**src/rtl/bn_mean_ctrl_if.sv**
```systemverilog
// Handshake and datapath bundle between bn_mean_ctrl and its environment.
// Both streams use valid/ready: a transfer happens on the rising edge where valid && ready.
interface bn_mean_ctrl_if #(
  parameter int GRP_W = 8
);
  logic             start;
  logic [GRP_W-1:0] cfg_groups;
  logic             busy;
  logic             s_valid;
  logic             s_ready;
  logic [7:0]       s_data;
  logic [127:0]     avg_in;
  logic [7:0]       avg_mean;
  logic             m_valid;
  logic             m_ready;
  logic [7:0]       m_data;
  logic             m_last;
  logic             done;

  modport master (
    output start, cfg_groups, s_valid, s_data, avg_mean, m_ready,
    input  busy, s_ready, avg_in, m_valid, m_data, m_last, done
  );

  modport slave (
    input  start, cfg_groups, s_valid, s_data, avg_mean, m_ready,
    output busy, s_ready, avg_in, m_valid, m_data, m_last, done
  );
endinterface

```
**src/rtl/bn_mean_ctrl.sv**
```systemverilog
// Collects 16-sample groups into a packed vector for an external mean datapath and
// returns one registered mean per group, for cfg_groups groups per frame.
module bn_mean_ctrl #(
  parameter int GRP_W = 8
) (
  input  logic              clk,
  input  logic              rst,
  bn_mean_ctrl_if.slave     bus,
  output logic [1:0]        fsm_state
);

  typedef enum logic [1:0] {
    IDLE = 2'd0,
    FILL = 2'd1,
    CALC = 2'd2,
    OUT  = 2'd3
  } state_t;

  state_t           state;
  state_t           state_nxt;
  logic [3:0]       idx;
  logic [GRP_W-1:0] grp_cnt;
  logic [GRP_W-1:0] grp_last;
  logic [127:0]     avg_q;
  logic [7:0]       m_data_q;
  logic             done_q;

  logic             s_fire;
  logic             m_fire;
  logic             start_fire;
  logic             last_grp;
  logic             busy_c;
  logic             s_ready_c;
  logic             m_valid_c;
  logic             m_last_c;

  assign start_fire = (state == IDLE) && bus.start;
  assign s_fire     = (state == FILL) && bus.s_valid;
  assign m_fire     = (state == OUT) && bus.m_ready;
  assign last_grp   = (grp_cnt == grp_last);

  always_ff @(posedge clk or posedge rst) begin
    if (rst) begin
      state <= IDLE;
    end else begin
      state <= state_nxt;
    end
  end

  always_comb begin
    state_nxt = state;
    busy_c    = 1'b0;
    s_ready_c = 1'b0;
    m_valid_c = 1'b0;
    m_last_c  = 1'b0;
    case (state)
      IDLE: begin
        if (bus.start) state_nxt = FILL;
      end
      FILL: begin
        busy_c    = 1'b1;
        s_ready_c = 1'b1;
        if (s_fire && (idx == 4'd15)) state_nxt = CALC;
      end
      CALC: begin
        busy_c    = 1'b1;
        state_nxt = OUT;
      end
      OUT: begin
        busy_c    = 1'b1;
        m_valid_c = 1'b1;
        m_last_c  = last_grp;
        if (bus.m_ready) state_nxt = last_grp ? IDLE : FILL;
      end
      default: state_nxt = IDLE;
    endcase
  end

  // cfg_groups-1 wraps 0 to all ones, so a zero count runs 2^GRP_W groups.
  always_ff @(posedge clk or posedge rst) begin
    if (rst) begin
      idx      <= 4'd0;
      grp_cnt  <= '0;
      grp_last <= '0;
      avg_q    <= '0;
      m_data_q <= 8'd0;
      done_q   <= 1'b0;
    end else begin
      done_q <= 1'b0;
      if (start_fire) begin
        grp_last <= bus.cfg_groups - GRP_W'(1);
        grp_cnt  <= '0;
        idx      <= 4'd0;
      end
      if (s_fire) begin
        avg_q[{idx, 3'b000} +: 8] <= bus.s_data;
        idx                       <= idx + 4'd1;
      end
      if (state == CALC) begin
        m_data_q <= bus.avg_mean;
      end
      if (m_fire) begin
        idx <= 4'd0;
        if (last_grp) begin
          done_q <= 1'b1;
        end else begin
          grp_cnt <= grp_cnt + GRP_W'(1);
        end
      end
    end
  end

  assign bus.busy    = busy_c;
  assign bus.s_ready = s_ready_c;
  assign bus.m_valid = m_valid_c;
  assign bus.m_last  = m_last_c;
  assign bus.m_data  = m_data_q;
  assign bus.avg_in  = avg_q;
  assign bus.done    = done_q;
  assign fsm_state   = state;

endmodule
```
**src/flat_wrapper.sv**
```systemverilog
// flat-port wrapper written by rule: the top's interface ports become plain ports
module bn_mean_ctrl_flat 
#(
  parameter int GRP_W = 8
)
  (clk, rst, fsm_state, bus_start, bus_cfg_groups, bus_s_valid, bus_s_data, bus_avg_mean, bus_m_ready, bus_busy, bus_s_ready, bus_avg_in, bus_m_valid, bus_m_data, bus_m_last, bus_done);
  bn_mean_ctrl_if #(.GRP_W(GRP_W)) bus_i ();
  input  logic clk;
  input  logic rst;
  output logic [1:0] fsm_state;
  input wire logic [$bits(bus_i.start)-1:0] bus_start;
  input wire logic [$bits(bus_i.cfg_groups)-1:0] bus_cfg_groups;
  input wire logic [$bits(bus_i.s_valid)-1:0] bus_s_valid;
  input wire logic [$bits(bus_i.s_data)-1:0] bus_s_data;
  input wire logic [$bits(bus_i.avg_mean)-1:0] bus_avg_mean;
  input wire logic [$bits(bus_i.m_ready)-1:0] bus_m_ready;
  output wire logic [$bits(bus_i.busy)-1:0] bus_busy;
  output wire logic [$bits(bus_i.s_ready)-1:0] bus_s_ready;
  output wire logic [$bits(bus_i.avg_in)-1:0] bus_avg_in;
  output wire logic [$bits(bus_i.m_valid)-1:0] bus_m_valid;
  output wire logic [$bits(bus_i.m_data)-1:0] bus_m_data;
  output wire logic [$bits(bus_i.m_last)-1:0] bus_m_last;
  output wire logic [$bits(bus_i.done)-1:0] bus_done;
  assign bus_i.start = bus_start;
  assign bus_i.cfg_groups = bus_cfg_groups;
  assign bus_i.s_valid = bus_s_valid;
  assign bus_i.s_data = bus_s_data;
  assign bus_i.avg_mean = bus_avg_mean;
  assign bus_i.m_ready = bus_m_ready;
  assign bus_busy = bus_i.busy;
  assign bus_s_ready = bus_i.s_ready;
  assign bus_avg_in = bus_i.avg_in;
  assign bus_m_valid = bus_i.m_valid;
  assign bus_m_data = bus_i.m_data;
  assign bus_m_last = bus_i.m_last;
  assign bus_done = bus_i.done;
  bn_mean_ctrl #(.GRP_W(GRP_W)) u_core (.clk(clk), .rst(rst), .bus(bus_i), .fsm_state(fsm_state));
endmodule
```
**config.mk**
```make
export PLATFORM = sky130hd
export DESIGN_NAME = bn_mean_ctrl_flat
export DESIGN_NICKNAME = d
export VERILOG_FILES = /design/src/rtl/bn_mean_ctrl_if.sv /design/src/rtl/bn_mean_ctrl.sv /design/src/flat_wrapper.sv
export SDC_FILE = /design/constraint.sdc
export NUM_CORES = 1
export LEC_CHECK = 0
export ABC_AREA = 1
export BUFFER_PORTS_ARGS = -buffer_cell sky130_fd_sc_hd__buf_2
export CAP_MARGIN = 0
export CORE_ASPECT_RATIO = 1.1
export CORE_UTILIZATION = 35
export DETAILED_ROUTE_END_ITERATION = 8
export PLACE_DENSITY = 0.65
export SLEW_MARGIN = 20
export SYNTH_ARGS = -nofsm -noshare
export SYNTH_HDL_FRONTEND = slang
export SYNTH_SLANG_ARGS = --single-unit
export TNS_END_PERCENT = 10
```
**constraint.sdc**
```tcl
create_clock -name clk -period 5.1 [get_ports clk]
set_input_delay 0.765 -clock clk [delete_from_list [all_inputs] [get_ports clk]]
set_output_delay 0.765 -clock clk [all_outputs]
set_load 0.02 [all_outputs]
```
==> qor.txt <==
status: finished, violations left
failing checks: design-rule violations
CP endpoint kind: register
post-synth top area cell: dfrtp_1
CTS H-tree depth: 4
data arrival time of the worst path: 2.94 ns
clock sinks: 159
Min-Delay Startpoint: u_core.bus.avg_in[61]
utilization after layout: 0.439
critical path type: reg2reg
ANT cells: 0
total I/O pin count: 172
Total Routed Length: 17.9 mm
synthesized area: 7140 um2
Site Rows: 54
Rel. slew slack: 0.430
CTS tree: done
PnR worst setup slack: 2.44 ns
Crit path top cell by count: nand2_1
flop2flop setup slack: 2.44 ns
final setup skew: 0.0150 ns
yosys warns: 0
worst-path cell chain: inv_1 > ha_1 > inv_2 > nand2_1 > or3_1 > nand2_1 > o21ai_2
first-pass GRT wire length: 29.7 mm
Area contributors post-synth: dfrtp_1, nand2_1, o21ai_2
part of the cycle the worst path needs: 0.522
WHS Endpoint: u_core.bus.avg_in[61]
initial antenna violation count: 0
Power Density: 498 nW/um2
max cap viols: 0
Post-CTS Setup Inserts: 0
CTS clock-pin slew for the worst setup and hold paths: 0.06 ns
GRT Util Overall: 0.181
Clock Latency Late Sink: 0.42 ns
final setup vio count: 0
Die Area: 21,000 um2
worst IR drop on VDD: 0.279 mV
crit path max-delay cell type: or3_1
post-synthesis net count: 808
Hold-fix buffers, CTS: 0
vias post-DR: 5,566
worst flop-to-flop path startpoint: u_core.idx[0]
cell count after synthesis: 769
worst endpoint required time: 5.38 ns
DR WL/cell: 14.9 um
Initial Util: 0.358
Core Footprint: 19,900 um2
Resize count post-CTS: 0
Final Max Tran Viols: 0
WHS Path Cells: 2
Tightest Hold Check Type: reg2reg
Area growth syn-to-layout: 22.6%
1st-iter DRT viols: 331
most common cell after layout, fill and taps aside: nand2_1
Critical Path Source: u_core.idx[0]
setup tns final: 0 ns
Least-Margin Pin Slew: 0.855 ns
fin area: 8750 um2
layout cells sized above 1: 0.296
Place WS: 2.46 ns
vias in the first global route: 5,484
Vias/cell: 4.63
Root Buffer: clkbuf_16
Final Hold Viols: 0
final net count: 978
most frequent cells in the layout: nand2_1, buf_2, dfrtp_1, inv_1, o21ai_0
CP Max Fanout: 23
total CTS buffers: 17
CP peak stage delay: 0.63 ns
reg2reg path depth: 7
type of origin of the critical path: register
average cell area after synthesis: 9.29 um2
register area share after synthesis: 0.557
CP bufs+invs: 2
Synth cell types: 37
Cell Area, Placed: 8160 um2
Synth top area share: 0.557
P_leak: 4.83 nW
Die X: 138 um
Worst R2R End: u_core.bus.avg_in[3]
Min Clock Period, post-route: 2.66 ns
FMAX: 0.375 GHz
Post-DP HPWL: 12.9 mm
flops & latches, synth: 159
cell family with most CP delay: simple AND/OR/NAND/NOR gates
antenna violation net count after detailed routing: 0
pin count of the biggest net entering global routing: 95
Die Span Y: 152 um
CTS max path bufs: 2
RSZ-0062 raised after global routing: false
drt pass-1 iters: 7
Overflow after GRT: 0
drc violations: 32
Buffers on Ports: 171
GPL Wtd Cong: 0.767
[metrics by stage]
stage | hold WS (ns) | instances | power, W
6_report | 0.465 | 1202 | 0.00436
5_1_grt | 0.491 | 1202 | 0.00461
4_1_cts | 0.469 | 1202 | 0.00441
3_5_place_dp | 0.455 | 1172 | 0.00310
3_3_place_gp | 0.451 | 1172 | 0.00307
2_1_floorplan | 0.470 | 769 | 0.00270
[layer usage]
layer  track usage  wire length, um  vias to the layer above
li1              -                -                     2796
met1         0.236             8170                     2607
met2         0.299             8620                      149
met3        0.0403              923                       14
met4        0.0572              212                        0
met5             0                0                        -
[registers in the layout, summed over array words and instances, names as in the netlist]
register / flops
u_core.bus.avg_in: 128
u_core.bus.done: 1
u_core.bus.m_data: 8
u_core.fsm_state: 2
u_core.grp_cnt: 8
u_core.grp_last: 8
u_core.idx: 4
[area by class of cell]
class,instances,area [um2]
clock buffers,19,453
clock inverters,11,141
fillers,1982,11200
inverters,72,280
multi-input cells,516,2720
flip-flops and latches,159,3980
well taps,252,315
repair buffers,173,871
[report_power, final]
part	internal, W	total [W]	switching, W
Combinational	0.000438	0.00139	0.000948
Sequential	0.00151	0.00168	0.000169
Clock	0.000787	0.00129	0.000502
Total	0.00274	0.00436	0.00162
[how the worst max path moves through the flow]
stage / end / slack [ns] / cells past startpoint
floorplan: u_core.bus.avg_in[0] / 0.04 / 1
global placement: u_core.bus.avg_in[4] / 2.59 / 7
detailed placement: u_core.bus.avg_in[3] / 2.46 / 7
CTS: bus_m_last / 2.43 / 8
global route: u_core.bus.avg_in[114] / 2.24 / 8
finish: u_core.bus.avg_in[3] / 2.44 / 7
[cells by family after synthesis]
group           Yosys count  share of synthesized area
mux                       8                     0.0126
buf+inv                  94                     0.0627
fa+ha+maj                10                     0.0175
xor+xnor                 12                     0.0158
simple gates            375                      0.239
compound gates          111                     0.0951
flops                   159                      0.557
[cell usage after synthesis, drive strengths merged]
| cell type | instances |
|---|---|
| nand3b | 1 |
| o21ai | 104 |
| a31oi | 1 |
| xnor2 | 4 |
| inv | 71 |
| dfrtp | 159 |
| mux2 | 8 |
| clkinv | 1 |
| nand2 | 254 |
| a22oi | 1 |
| nor3 | 27 |
| o22ai | 3 |
| buf | 18 |
| clkbuf | 4 |
| ha | 10 |
| nand4 | 6 |
| or3 | 1 |
| or2 | 1 |
| xor2 | 8 |
| nand3 | 31 |
| a21oi | 2 |
| nor2 | 54 |
[worst register-to-register path, cell delays in order (launching register included)]
cell and delay, ns:
dfrtp_1 0.41, inv_1 0.49, ha_1 0.46, inv_2 0.22, nand2_1 0.07, or3_1 0.63, nand2_1 0.18, o21ai_2 0.06
Note: power is estimated with default switching activity, not from simulation.
